**config.mk**
```make
export PLATFORM = sky130hd
export DESIGN_NAME = rr_code_arbiter
export DESIGN_NICKNAME = d
export VERILOG_FILES = /design/src/rtl/rr_code_arbiter.sv
export SDC_FILE = /design/constraint.sdc
export NUM_CORES = 1
export LEC_CHECK = 0
export ABC_AREA = 1
export BUFFER_PORTS_ARGS = -buffer_cell sky130_fd_sc_hd__buf_2
export CORE_UTILIZATION = 40
export DETAILED_ROUTE_END_ITERATION = 8
export HOLD_SLACK_MARGIN = 0.1
export PLACE_DENSITY = 0.57
export RECOVER_POWER = 25
export SYNTH_ARGS = -nofsm -noshare
export SYNTH_HDL_FRONTEND = slang
export SYNTH_SLANG_ARGS = --single-unit
export TNS_END_PERCENT = 5
```
**constraint.sdc**
```tcl
create_clock -name clk -period 2.6 [get_ports clk]
set_input_delay 0.26 -clock clk [delete_from_list [all_inputs] [get_ports clk]]
set_output_delay 0.26 -clock clk [all_outputs]
set_load 0.02 [all_outputs]
```
**src/rtl/rr_code_arbiter.sv**
```systemverilog
// rtl/rr_code_arbiter.sv - four-way round-robin arbiter with registered binary grant code
// Bounded burst ownership (MAX_HOLD) with an owner lock; feeds a 2-to-4 decoder.
module rr_code_arbiter #(
  parameter int MAX_HOLD = 4,
  parameter int CNT_W    = 8
) (
  input  logic             clk,
  input  logic             rst,
  input  logic [3:0]       req,
  input  logic             lock,
  output logic [1:0]       code,
  output logic             valid,
  output logic [CNT_W-1:0] hold_cnt
);

  localparam logic [0:0] ST_IDLE  = 1'b0;
  localparam logic [0:0] ST_GRANT = 1'b1;

  localparam logic [CNT_W-1:0] HOLD_MAX = CNT_W'(MAX_HOLD);
  localparam logic [CNT_W-1:0] HOLD_ONE = CNT_W'(1);

  logic [0:0]       state_q, state_d;
  logic [1:0]       ptr_q, ptr_d;
  logic [1:0]       code_q, code_d;
  logic             valid_q, valid_d;
  logic [CNT_W-1:0] hold_cnt_q, hold_cnt_d;

  logic [3:0]       others;
  logic [1:0]       next_idx;
  logic [CNT_W-1:0] hold_inc;

  // First set bit of r scanning start, start+1, ... with 2-bit wrap.
  function automatic logic [1:0] pick(input logic [3:0] r, input logic [1:0] start);
    logic [1:0] idx;
    logic       found;
    pick  = start;
    found = 1'b0;
    for (int k = 0; k < 4; k++) begin
      idx = start + 2'(k);
      if (!found && r[idx]) begin
        pick  = idx;
        found = 1'b1;
      end
    end
  endfunction

  always_comb begin
    others           = req;
    others[code_q]   = 1'b0;
    next_idx         = code_q + 2'd1;
    hold_inc         = (hold_cnt_q < HOLD_MAX) ? hold_cnt_q + HOLD_ONE : HOLD_MAX;

    state_d    = state_q;
    ptr_d      = ptr_q;
    code_d     = code_q;
    valid_d    = valid_q;
    hold_cnt_d = hold_cnt_q;

    case (state_q)
      ST_IDLE: begin
        valid_d = 1'b0;
        if (req != 4'b0000) begin
          code_d     = pick(req, ptr_q);
          valid_d    = 1'b1;
          hold_cnt_d = HOLD_ONE;
          state_d    = ST_GRANT;
        end
      end
      default: begin
        if (!req[code_q]) begin
          ptr_d = next_idx;
          if (others != 4'b0000) begin
            code_d     = pick(others, next_idx);
            hold_cnt_d = HOLD_ONE;
          end else begin
            valid_d    = 1'b0;
            hold_cnt_d = '0;
            state_d    = ST_IDLE;
          end
        end else if (lock) begin
          hold_cnt_d = hold_inc;
        end else if (hold_cnt_q == HOLD_MAX && others != 4'b0000) begin
          code_d     = pick(others, next_idx);
          hold_cnt_d = HOLD_ONE;
          ptr_d      = next_idx;
        end else begin
          hold_cnt_d = hold_inc;
        end
      end
    endcase
  end

  always_ff @(posedge clk or posedge rst) begin
    if (rst) begin
      state_q    <= ST_IDLE;
      ptr_q      <= 2'd0;
      code_q     <= 2'd0;
      valid_q    <= 1'b0;
      hold_cnt_q <= '0;
    end else begin
      state_q    <= state_d;
      ptr_q      <= ptr_d;
      code_q     <= code_d;
      valid_q    <= valid_d;
      hold_cnt_q <= hold_cnt_d;
    end
  end

  assign code     = code_q;
  assign valid    = valid_q;
  assign hold_cnt = hold_cnt_q;

endmodule

```
==> impl_metrics.csv <==
group,metric,value,unit
logic_synthesis,synthesis.area,1280,um2
timing,min_period,2.08,ns
finish,diodes,0,
logic_synthesis,ys_seq_elements,14,
logic_synthesis,synth_cell_types,26,
worst_setup_path,critPathArrivalTime,2.26,ns
drt,drtPass1Iterations,4,
worst_setup_path,required,2.78,ns
clocking,cts_sinks,14,
min_path,hold_class,"in2reg",
placed_design,finalWeightedCongestion,0.865,
worst_setup_path,end_kind,"register",
finish,layout.cells.most_common,"nand2_1",
finish,final_nets,235,
global_routing,grt_pass1_vias,1247,
global_routing,antenna_found_initial,0,
clocking,cts_buffers,3,
clocking,post_cts_buffers,0,
drt,vias_per_cell,4.89,
timing,hold_viol_final,0,
drt,wire_per_inst,11.0,um
logic_synthesis,synthesis.nets,213,
global_routing,gr-usage-all-layers,19.3,%
timing,max_freq,0.482,GHz
timing,fin_skew,0.00563,ns
drt,drt_wl_total,2930,um
power_and_ir_drop,powerDensity,1390,nW/um2
job,max-cap-violations,0,
die,initial_core_util,41.9,%
logic_synthesis,synth-simple-area-share,49.1,%
drt,drc_errors,0,
worst_setup_path,r2r_end,"code[0]",
min_path,whs_endpoint,"hold_cnt[2]",
clocking,cts_tree,"done",
die,core_area,3050,um2
finish,layout-drive-gt1-share,23.1,%
global_routing,grt_start_max_net_pins,15,
timing,tns,0,ns
run_status,outcome,"finished, final reports clean",
timing,fin_crit_sh,79.8,%
placed_design,post-place-ws,0.546,ns
logic_synthesis,synth_compound_area_share,7.05,%
worst_setup_path,path_max_fanout,8,
logic_synthesis,yosys-top-cells-area,"dfrtp_1 27%, nand2_1 21%, nand3_1 11%",
worst_setup_path,reg2reg_depth,14,
logic_synthesis,yosysWarnings,0,
worst_setup_path,start_kind,"register",
timing,worst_slack,0.524,ns
clocking,cts_max_path_buffers,2,
worst_setup_path,r2r_setup_slack,0.52,ns
die,placementRows,20,
logic_synthesis,synth_fa_ha_area_share,5.87,%
worst_setup_path,crit_type,"reg2reg",
timing,rsz0062_at_grt,"false",
clocking,cts_root_buf,"clkbuf_4",
min_path,hold_start,"req[1]",
die,die_x,58.5,um
drt,drtIter0Drc,74,
timing,tightest_slew,0.539,ns
clocking,clock_latency,0.28,ns
logic_synthesis,synthMuxAreaShare,0,%
timing,finalSetupViolations,0,
power_and_ir_drop,irDropWorstVdd,0.000645,V
timing,finalMaxSlewViolations,0,
finish,area_delta_synth_final,13.4,%
logic_synthesis,synth_xor_area_share,0,%
logic_synthesis,synth_top_family_by_area,"simple AND/OR/NAND/NOR gates",
min_path,min_path_cells,4,
clocking,htree_num_levels,1,
logic_synthesis,synth_cells,200,
logic_synthesis,synth_area_per_cell,6.39,um2
finish,postLayoutCoreUtil,47.5,%
global_routing,grt_overflow,0,
global_routing,grt_pass1_wl,5180,um
worst_setup_path,reg2reg_from,"code[1]",
die,die-area,3430,um2
logic_synthesis,yosysTopAreaCellShare,27.4,%
finish,fillers,326,
placed_design,port_buffers,17,
power_and_ir_drop,leakagePower,0.000803,uW
logic_synthesis,synth_seq_area_share,27.4,%
placed_design,dpl.hpwl,2360,um
logic_synthesis,yosys.area.top_type,"dfrtp_1",
finish,mostFrequentLayoutCells,"72 x nand2_1, 29 x nand3_1, 19 x inv_1, 17 x buf_2, 14 x dfrtp_1",
timing,relSlewSlack,64.0,%
die,pin_count,18,
die,fp.dieH,58.5,um
drt,vias,1295,
drt,ant_nets,0,
clocking,clkTransAtPathRegs,0.09,ns
-- per-stage QoR --
| stage | area (um2) | hold slack [ns] | power, uW | cells |
|---|---|---|---|---|
| 2_1_floorplan | 1280 | 0.149 | 1580 | 200 |
| 4_1_cts | 1450 | 0.363 | 2020 | 265 |
| 5_1_grt | 1450 | 0.393 | 2260 | 265 |
| 6_report | 1450 | 0.365 | 2020 | 265 |
| 3_3_place_gp | 1400 | 0.329 | 1830 | 260 |
| 3_5_place_dp | 1400 | 0.340 | 1860 | 260 |
-- worst max-delay path by stage --
stage          startpoint  endpoint  slack [ns]  cells past startpoint
3_5_place_dp      code[1]   code[0]        0.55                     14
3_3_place_gp      code[1]   code[0]        0.66                     14
2_1_floorplan     code[0]   code[0]        0.55                     15
5_1_grt           code[1]   code[0]        0.30                     14
4_1_cts           code[1]   code[0]        0.53                     14
6_report          code[1]   code[0]        0.52                     14
-- power by group --
group	switching (uW)	leakage [uW]	internal, uW	total, uW
Clock	71.5	0.0000210	85.3	157
Combinational	976	0.000604	502	1480
Sequential	91.1	0.000178	290	381
Total	1140	0.000803	878	2020
-- metal layers --
layer / global-route usage [%] / wire [um] / vias to the layer above / share of wire, %
met5: 0 / 0 / - / 0
met4: 9.52 / 68 / 0 / 2.3
met3: 0.879 / 63 / 9 / 2.2
met2: 33.3 / 1410 / 28 / 48
met1: 24.7 / 1390 / 577 / 47
li1: - / - / 681 / -
-- state kept, by name (all words and copies together) (netlist names) --
name,count
ptr_q,2
valid,1
hold_cnt,8
code,2
state_q,1
-- area by class of cell --
cell class	instances	area [um2]	share of cell area [%]
multi-input cells	155	793	54.7
inverters	28	105	7.25
flip-flops and latches	14	350	24.2
well taps	44	55.1	3.80
repair buffers	20	110	7.59
clock buffers	4	36.3	2.50
-- what timing repair did --
action / 4_1_cts / 5_1_grt
gates resized for setup: 0 / 0
hold endpoints to repair: 14 / 0
hold buffers: 1 / 0
-- cells by family (layout without fill, tap and decap cells) --
logic type,after synthesis,count (layout)
AO/OA/AOI/OAI,15,15
adder cells (fa/ha/maj),6,6
buffers and inverters,31,52
flip-flops,14,14
AND/OR/NAND/NOR,134,134
-- Yosys cell counts, drive strengths merged --
library cell / n
o21bai: 1
ha: 6
nand4: 4
nand2: 84
o31ai: 1
or2: 1
dfrtp: 14
o21ai: 9
o211ai: 1
inv: 27
nand3: 30
clkinv: 1
nor4: 1
nor2: 14
buf: 3
a21oi: 3
-- worst max-delay path, cell delays in order (launching register included) --
cell and delay, ns:
dfrtp_1 0.44, inv_1 0.10, ha_1 0.38, inv_2 0.16
nand2_1 0.08, nand2_2 0.09, nand3_1 0.07, nand2_1 0.11
nand2_2 0.07, nor2_4 0.12, a21oi_2 0.06, nor2_1 0.13
nor2_1 0.06, nand2_1 0.06, nand2_1 0.05
No activity file was read; power rests on OpenSTA's default activity.
